==> src/rtl/pipe_stage_buf.sv <==
// pipe_stage_buf: valid/ready pipeline stage register with optional two-entry skid buffer and flush
module pipe_stage_buf #(
    parameter int DATA_W = 38,
    parameter int PC_W   = 32,
    parameter bit SKID   = 1'b1
) (
    input  logic              clk,
    input  logic              rst,
    input  logic              flush,
    input  logic              in_valid,
    output logic              in_ready,
    input  logic [DATA_W-1:0] in_data,
    input  logic [PC_W-1:0]   in_pc,
    output logic              out_valid,
    input  logic              out_ready,
    output logic [DATA_W-1:0] out_data,
    output logic [PC_W-1:0]   out_pc,
    output logic [1:0]        occupancy
);
    logic [1:0]        occ, occ_nxt;
    logic              rdy_q;
    logic [DATA_W-1:0] m_data, s_data;
    logic [PC_W-1:0]   m_pc, s_pc;
    logic              in_fire, out_fire, load_in, load_s, load_ms;

    // handshake decode; with SKID=0 occupancy never exceeds 1, so the skid paths never fire
    always_comb begin
        out_valid = occ != 2'd0;
        in_ready  = SKID ? rdy_q : (~out_valid | out_ready);
        in_fire   = in_valid & in_ready;
        out_fire  = out_valid & out_ready;
        occ_nxt   = flush ? 2'd0 : occ + {1'b0, in_fire} - {1'b0, out_fire};
        load_in   = ~flush & in_fire & (occ == 2'd0 | out_fire);
        load_s    = ~flush & in_fire & ~out_fire & occ == 2'd1;
        load_ms   = ~flush & out_fire & occ == 2'd2;
    end

    // occupancy and the registered ready, which deasserts only when both entries will be full
    always_ff @(posedge clk or posedge rst) begin
        if (rst) begin
            occ   <= 2'd0;
            rdy_q <= 1'b1;
        end else begin
            occ   <= occ_nxt;
            rdy_q <= occ_nxt != 2'd2;
        end
    end

    // payload registers load only on transfers and otherwise hold
    always_ff @(posedge clk or posedge rst) begin
        if (rst) begin
            m_data <= '0;
            m_pc   <= '0;
            s_data <= '0;
            s_pc   <= '0;
        end else begin
            if (load_in) begin
                m_data <= in_data;
                m_pc   <= in_pc;
            end else if (load_ms) begin
                m_data <= s_data;
                m_pc   <= s_pc;
            end
            if (load_s) begin
                s_data <= in_data;
                s_pc   <= in_pc;
            end
        end
    end

    assign out_data  = m_data;
    assign out_pc    = m_pc;
    assign occupancy = occ;
endmodule
==> config.mk <==
export PLATFORM = sky130hd
export DESIGN_NAME = pipe_stage_buf
export DESIGN_NICKNAME = d
export VERILOG_FILES = /design/src/rtl/pipe_stage_buf.sv
export SDC_FILE = /design/constraint.sdc
export NUM_CORES = 1
export LEC_CHECK = 0
export ABC_AREA = 1
export ABC_CLOCK_PERIOD_IN_PS = 5300
export CORE_MARGIN = 10
export CORE_UTILIZATION = 40
export CTS_BUF_LIST = sky130_fd_sc_hd__clkbuf_8
export DETAILED_ROUTE_END_ITERATION = 8
export PLACE_DENSITY = 0.68
export SYNTH_ARGS = -nofsm -noshare
export SYNTH_HDL_FRONTEND = slang
export SYNTH_SLANG_ARGS = --single-unit
==> constraint.sdc <==
create_clock -name clk -period 5.3 [get_ports clk]
set_input_delay 1.59 -clock clk [delete_from_list [all_inputs] [get_ports clk]]
set_output_delay 1.59 -clock clk [all_outputs]
set_load 0.02 [all_outputs]
==> metrics.md, run 1 <==
| Metric | Value |
|---|---|
| Status | complete, no violations |
| Final Cell Area | about 8800 um^2 |
| Clock transition at path regs | 0.08 ns |
| Detail Placement HPWL | 11160 um |
| # fillers | between 1500 and 2000 |
| Syn nets | 938 |
| Pwr per Cell Area | 528.4 nW/um^2 |
| Placed Area | 8364 um^2 |
| Post-Synth Adder-Cell Area | 0.3694% |
| Vias | just under 6000 |
| Fmax | 292.9 MHz |
| Largest family of logic cells by synthesized area | simple AND/OR/NAND/NOR gates |
| Starting Density | 40.85% |
| Layout overhead on the synthesized area | 29.52% |
| GR Overflow Total | 0 |
| Mux share of post-synthesis cell area | 0% |
| Met3 Use GR | 4.922% |
| DIE AREA | approximately 23000 um^2 |
| Critical Setup Path Class | input port to register |
| Final Core Density | a little over half |
| Met2 usage | 23.49% |
| H-Tree Depth | 4 |
| IO Port Bufs | between 100 and 150 |
| Core ar. | 16580 um^2 |
| Initial DRT Pass Iterations | 4 |
| Final setup violation count | 0 |
| Resized cells post-CTS | 0 |
| Post-synthesis sequential area ratio | between 50 and 60% |
| CTS sink cnt | 143 |
| Mean Syn Cell Area | between 7 and 8 um^2 |
| Simple-Gate Fraction of Synth Area | 28.46% |
| Total Nets Final | about 1100 |
| TritonCTS clock tree | built |
| Setup TNS Final | 0 ns |
| # IOs | 149 |
| Slew HR | approximately 33% |
| Drt wl/cell | 14.45 um |
| Die width | 150.1 um |
| Worst-Skew Late Latency | 0.45 ns |
| Startpoint types | input port |
| Vias in the first global route | 5475 |
| Worst-Margin Slew | around 1.0 ns |
| TritonCTS Buffers | 17 |
| Minimum clock period | 3.414 ns |
| Max IR drop VDD | 323.0 uV |
| Total of max-cap violations | 0 |
| RSZ-0062 raised after global routing | no |
| DP Worst Slack | around 1.4 ns |
| GRT met1 Usage | 20.93% |
| Setup Buffers After CTS | 0 |
| DR iter-0 viols | around 310 |
| Die height | 150.1 um |
| Xor and xnor fraction of the mapped netlist area | less than 1% |
| Final WL | 17490 um |
| WP data required | 5.62 ns |
| Final worst slack | 1.886 ns |
| Row cnt | 47 |
| First-pass GRT wire length | 28550 um |
| Synthesized cell area | 6774 um^2 |
| Cell count after synthesis | 861 |
| Final Hold Violating Endpoints | 0 |
| Vias per inst | roughly 4.8 |
| Total track usage | between 10% and 20% |
| Most Crowded Layer GR | met2 |
| Fin. max-slew vios | 0 |
| Arr. time, crit path | 3.73 ns |
| Critical Path Fanout Max | 91 |
| Final worst path period share | 64.41% |
| Post-synthesis compound-gate area fraction | 5.246% |
| Synthesis-stage register bit count | 143 |
| Final GP Congestion | slightly below 0.8 |
| Synth warn | 0 |
| Distinct cells, synth | 22 |
| Share of cells above drive strength 1 | 5.146% |
| ANT cells | 0 |
| Clock Tree Buf Depth | 2 |
| Lkg Pwr | 4.264 nW |
| DRT antenna net count | 0 |
| Largest net degree at the start of global routing | 93 |
| Post-route DRC | 0 |
| Number of antenna violations at the first check in global routing | 0 |
| Root Driver | clkbuf_8 |
| Cts hold-fix bufs | 0 |
| Clock Skew | 0.01396 ns |
| CP endpoint kind | register |
| Worst Hold Class | register to register |
-- final timing paths --
kind / startpoint / endpoint / slack (ns) / depth (start not counted)
worst min-delay path: s_data[32]$_DFFE_PP0P_ / s_data[32]$_DFFE_PP0P_ / 0.49 / 2
worst max-delay path: flush / out_pc[5]$_DFFE_PP0P_ / 1.89 / 7
max in group asynchronous: rst / in_ready$_DFF_PP1_ / 2.88 / 3
min in group asynchronous: rst / s_data[29]$_DFFE_PP0P_ / 1.59 / 2
worst min register to register: s_data[32]$_DFFE_PP0P_ / s_data[32]$_DFFE_PP0P_ / 0.49 / 2
worst max register to register: occupancy[1]$_DFF_PP0_ / out_pc[5]$_DFFE_PP0P_ / 3.12 / 7
-- routing by layer --
layer | wire length [um] | vias up
li1 | - | 2928
met1 | 8183 | 2768
met2 | 7969 | 149
met5 | 0 | -
met4 | 196 | 0
met3 | 1145 | 18
-- flip-flops by register name, summed over array words and instances (netlist names) --
name / cells
in_ready: 1
occupancy: 2
out_data: 38
s_pc: 32
s_data: 38
out_pc: 32
-- power by group --
group	internal (mW)	switching, mW
Clock	0.477	0.422
Combinational	0.833	1.05
Sequential	1.57	0.282
-- layout make-up --
| cell class | count | area [um^2] | area share (%) |
|---|---|---|---|
| Sequential cell | 143 | 3580 | 40.80 |
| Multi-Input combinational cell | 511 | 2344 | 26.71 |
| Timing Repair Buffer | 158 | 1607 | 18.31 |
| Inverter | 148 | 559.3 | 6.375 |
| Clock buffer | 22 | 302.8 | 3.451 |
| Tap cell | 220 | 275.3 | 3.137 |
| Clock inverter | 9 | 106.4 | 1.212 |
-- cell families (layout without fill, tap and decap cells) --
| logic type | after synthesis | in the layout |
|---|---|---|
| buffers and inverters | 207 | 337 |
| XOR/XNOR | 2 | 2 |
| adder cells (fa/ha/maj) | 2 | 2 |
| flip-flops | 143 | 143 |
| AO/OA/AOI/OAI | 71 | 71 |
| AND/OR/NAND/NOR | 436 | 436 |
-- synthesized netlist by cell type --
library cell	n	area (um^2)
a21oi_1	1	5.000
buf_1	1	3.750
buf_2	25	125.1
buf_4	12	90.09
buf_6	2	22.52
clkbuf_1	19	71.32
dfrtp_1	142	3553
dfstp_2	1	26.28
ha_1	2	25.02
inv_1	147	551.8
inv_2	1	3.750
nand2_1	145	544.3
nand2_2	4	25.02
nand3_1	210	1051
nand3_2	1	10.01
nand4_1	1	6.260
nor2_1	73	274.0
nor2_2	1	6.260
nor2_4	1	11.26
o21ai_1	70	350.3
xnor2_1	1	8.760
xor2_1	1	8.760
-- stage by stage --
stage	instances	hold slack (ns)	total power, mW
final	1211	0.4930	4.635
after global routing	1211	0.5088	4.976
after CTS	1211	0.4974	4.689
after detailed placement	1180	0.4784	3.779
after global placement	1180	0.4713	3.745
after floorplan	861	0.4588	2.936
-- worst max-delay path, cell delays in order --
cell and delay (ns):
clkdlybuf4s50_1 0.60, nor2_2 0.10, nand2_4 0.73, buf_4 0.42, nor2_1 0.09, nand2_1 0.07, nand3_1 0.09
-- layout by cell type, fill, tap and decap left out --
master,instances
nand2_2,2
inv_2,1
nand3_4,1
clkinv_2,3
clkbuf_8,22
nand4_1,1
a21oi_1,1
nand2_1,145
o21ai_1,70
inv_1,146
buf_12,4
bufinv_16,2
dfrtp_1,142
clkinvlp_4,4
dfstp_2,1
nor2_1,73
inv_6,1
ha_1,2
buf_4,6
xor2_1,1
nor2_4,1
nor2_2,1
nand2_4,2
xnor2_1,1
clkdlybuf4s50_1,148
nand3_1,210
Power figures use the tool's default switching activity.
==> run 2, diff against run 1 <==
--- a/config.mk
+++ b/config.mk
@@ -6,12 +6,12 @@
 export NUM_CORES = 1
 export LEC_CHECK = 0
 export ABC_AREA = 1
-export ABC_CLOCK_PERIOD_IN_PS = 5300
+export ABC_CLOCK_PERIOD_IN_PS = 3250
 export CORE_MARGIN = 10
 export CORE_UTILIZATION = 40
 export CTS_BUF_LIST = sky130_fd_sc_hd__clkbuf_8
 export DETAILED_ROUTE_END_ITERATION = 8
-export PLACE_DENSITY = 0.68
+export PLACE_DENSITY = 0.66
 export SYNTH_ARGS = -nofsm -noshare
 export SYNTH_HDL_FRONTEND = slang
 export SYNTH_SLANG_ARGS = --single-unit
==> constraint.sdc (replaced) <==
create_clock -name clk -period 3.25 [get_ports clk]
set_input_delay 0.975 -clock clk [delete_from_list [all_inputs] [get_ports clk]]
set_output_delay 0.975 -clock clk [all_outputs]
set_load 0.02 [all_outputs]
==> run 2 against run 1 <==
  * Design area grew 0.44%
  * Sequential power grew 63%
  * Register-to-register slack lost 1.7 ns
  * Clock power grew 62%
  * Hold slack lost 0.0027 ns
  * Setup slack lost 1.4 ns
  * Total power grew 63%
  * Sequential share of layout area shrank 0.18 points
  * Clock-buffer cell count shrank 5
  * Highest routed layer unchanged
==> metrics.md, run 2 (same netlist as run 1, synthesis figures left out) <==
| Metric | Value |
|---|---|
| Final Hold Violating Endpoints | 0 (unchanged) |
| Commonest non-fill, non-tap cells in the layout | nand3_1, inv_1, clkdlybuf4s50_1 (was nand3_1, clkdlybuf4s50_1, inv_1) |
| Startpoint types | register (was input port) |
| Minimum clock period | between 2 and 3 ns |
| GR Overflow Total | 0 (unchanged) |
| # IOs | 149 (unchanged) |
| R2r setup slk | 1.38 ns (was 3.12 ns) |
| DRT antenna net count | 0 (unchanged) |
| Critical Setup Path Class | register to output port (was input port to register) |
| Reg2reg path depth | 7 (unchanged) |
| Fmax | roughly 360 MHz |
| Arr. time, crit path | 1.77 ns (was 3.73 ns) |
| Final WL | 17260 um (was 17490 um) |
| Critical Path Fanout Max | 5 (was 91) |
| ANT cells | 0 (unchanged) |
| TritonCTS Buffers | 17 (unchanged) |
| Final worst slack | 0.5044 ns (was 1.886 ns) |
| Setup TNS Final | 0 ns (unchanged) |
| Vias per inst | 4.774 (was 4.841) |
| Total track usage | 15.71% (was 15.65%) |
| Die height | 150.1 um (unchanged) |
| Share of cells above drive strength 1 | 5.321% (was 5.146%) |
| CTS sink cnt | 143 (unchanged) |
| Final worst path period share | 84.48% |
| Core ar. | 16580 um^2 (unchanged) |
| Vias | 5805 (was 5863) |
| Total of max-cap violations | 0 (unchanged) |
| Starting Density | 40.85% (unchanged) |
| Slew HR | 42.48% (was 32.58%) |
| Reg-to-Reg Start | occupancy[0]$_DFF_PP0_ (was occupancy[1]$_DFF_PP0_) |
| Vias in the first global route | 5535 (was 5475) |
| WP data required | 2.27 ns (was 5.62 ns) |
| Number of antenna violations at the first check in global routing | 0 (unchanged) |
| Largest net degree at the start of global routing | 89 (was 93) |
| Layout overhead on the synthesized area | 30.09% (was 29.52%) |
| Status | complete, no violations (unchanged) |
| H-Tree Depth | 4 (unchanged) |
| Lkg Pwr | 4.288 nW (was 4.264 nW) |
| CP endpoint kind | output port (was register) |
| Critical R2R Capture | out_pc[16]$_DFFE_PP0P_ (was out_pc[5]$_DFFE_PP0P_) |
| IO Port Bufs | 148 (unchanged) |
| # fillers | 1585 (was 1574) |
| Fin. max-slew vios | 0 (unchanged) |
| Setup Buffers After CTS | 0 (unchanged) |
| WHS Path Cells | 2 (unchanged) |
| Min Hold Slack | 0.4903 ns (was 0.4930 ns) |
| Pwr per Cell Area | 858.0 nW/um^2 (was 528.4 nW/um^2) |
| Hold Path End | s_data[0]$_DFFE_PP0P_ (was s_data[32]$_DFFE_PP0P_) |
| Final GP Congestion | 0.7551 (was 0.7812) |
| Final setup violation count | 0 (unchanged) |
| DIE AREA | 22540 um^2 (unchanged) |
| RSZ-0062 raised after global routing | no (unchanged) |
| DR iter-0 viols | 366 (was 312) |
| Leading cell type in the layout, fill and taps excluded | nand3_1 (unchanged) |
| Worst-Skew Late Latency | 0.45 ns (about the same) |
| Post-route DRC | 0 (unchanged) |
| Detail Placement HPWL | 11150 um (was 11160 um) |
| Cts hold-fix bufs | 0 (unchanged) |
| First-pass GRT wire length | 28640 um (was 28550 um) |
| Die width | 150.1 um (unchanged) |
| Clock Skew | 0.01141 ns (was 0.01396 ns) |
| Row cnt | 47 (unchanged) |
| Min-delay src | s_data[0]$_DFFE_PP0P_ (was s_data[32]$_DFFE_PP0P_) |
| Resized cells post-CTS | 0 (unchanged) |
| DP Worst Slack | 0.4152 ns (was 1.417 ns) |
| TritonCTS clock tree | built (unchanged) |
| Final Core Density | 53.14% (was 52.90%) |
| Max IR drop VDD | 379.2 uV (was 323.0 uV) |
| Root Driver | clkbuf_8 (unchanged) |
| Worst-Margin Slew | 0.8628 ns (was 1.011 ns) |
| Worst Hold Class | register to register (unchanged) |
| Clock transition at path regs | 0.08 ns (about the same) |
| Drt wl/cell | 14.19 um (was 14.45 um) |
| Clock Tree Buf Depth | 2 (unchanged) |
| Total Nets Final | 1060 (was 1056) |
| Initial DRT Pass Iterations | 5 (was 4) |
==> run 2: changes by cell type in the layout (fill, tap and decap cells not counted), moves of 2 or more <==
cell and change:
clkbuf_8 -5, clkinv_2 -2, clkinv_4 +2, inv_1 +3, buf_4 +3
==> run 2: how the worst max path moves through the flow <==
stage,start,to,slack [ns]
after detailed placement,flush,out_pc[4]$_DFFE_PP0P_,0.42
after global placement,flush,out_pc[7]$_DFFE_PP0P_,0.47
final,occupancy[0]$_DFF_PP0_,out_valid,0.50
after CTS,occupancy[0]$_DFF_PP0_,out_valid,0.46
after global routing,occupancy[0]$_DFF_PP0_,out_valid,0.40
after floorplan,rst,occupancy[0]$_DFF_PP0_,0.48
==> run 2: layout make-up <==
type | count | area, um^2 | share of cell area (%)
Sequential cell | 143 | 3580 | 40.62
Tap cell | 220 | 275.3 | 3.124
Clock inverter | 15 | 171.4 | 1.945
Multi-Input combinational cell | 511 | 2344 | 26.59
Timing Repair Buffer | 162 | 1649 | 18.71
Clock buffer | 17 | 234.0 | 2.655
Inverter | 148 | 559.3 | 6.347
==> run 2: per-layer routing <==
metal  global-route usage [%]  part of all wire [%]  routed length (um)
met1                    20.81                    46                7857
met2                    24.38                    46                8005
met3                    5.042                   7.0                1215
met4                    3.984                   1.0                 180
met5                        0                     0                   0
==> run 2: worst max-delay path, stage by stage, from the launching register on <==
cell	delay (ns)
dfrtp_1	0.48
inv_1	0.10
nand2_2	0.09
clkdlybuf4s50_1	0.64
==> run 2: per-stage QoR <==
step | area [um^2] | power, mW | std cells
2_1_floorplan | 6778 | 4.788 | 861
5_1_grt | 8812 | 8.122 | 1216
3_5_place_dp | 8407 | 6.184 | 1184
3_3_place_gp | 8407 | 6.130 | 1184
4_1_cts | 8812 | 7.676 | 1216
6_report | 8812 | 7.561 | 1216
==> run 2: where the power goes <==
group | internal, mW | switching, mW
Clock | 0.755 | 0.703
Combinational | 1.37 | 1.73
Sequential | 2.56 | 0.445
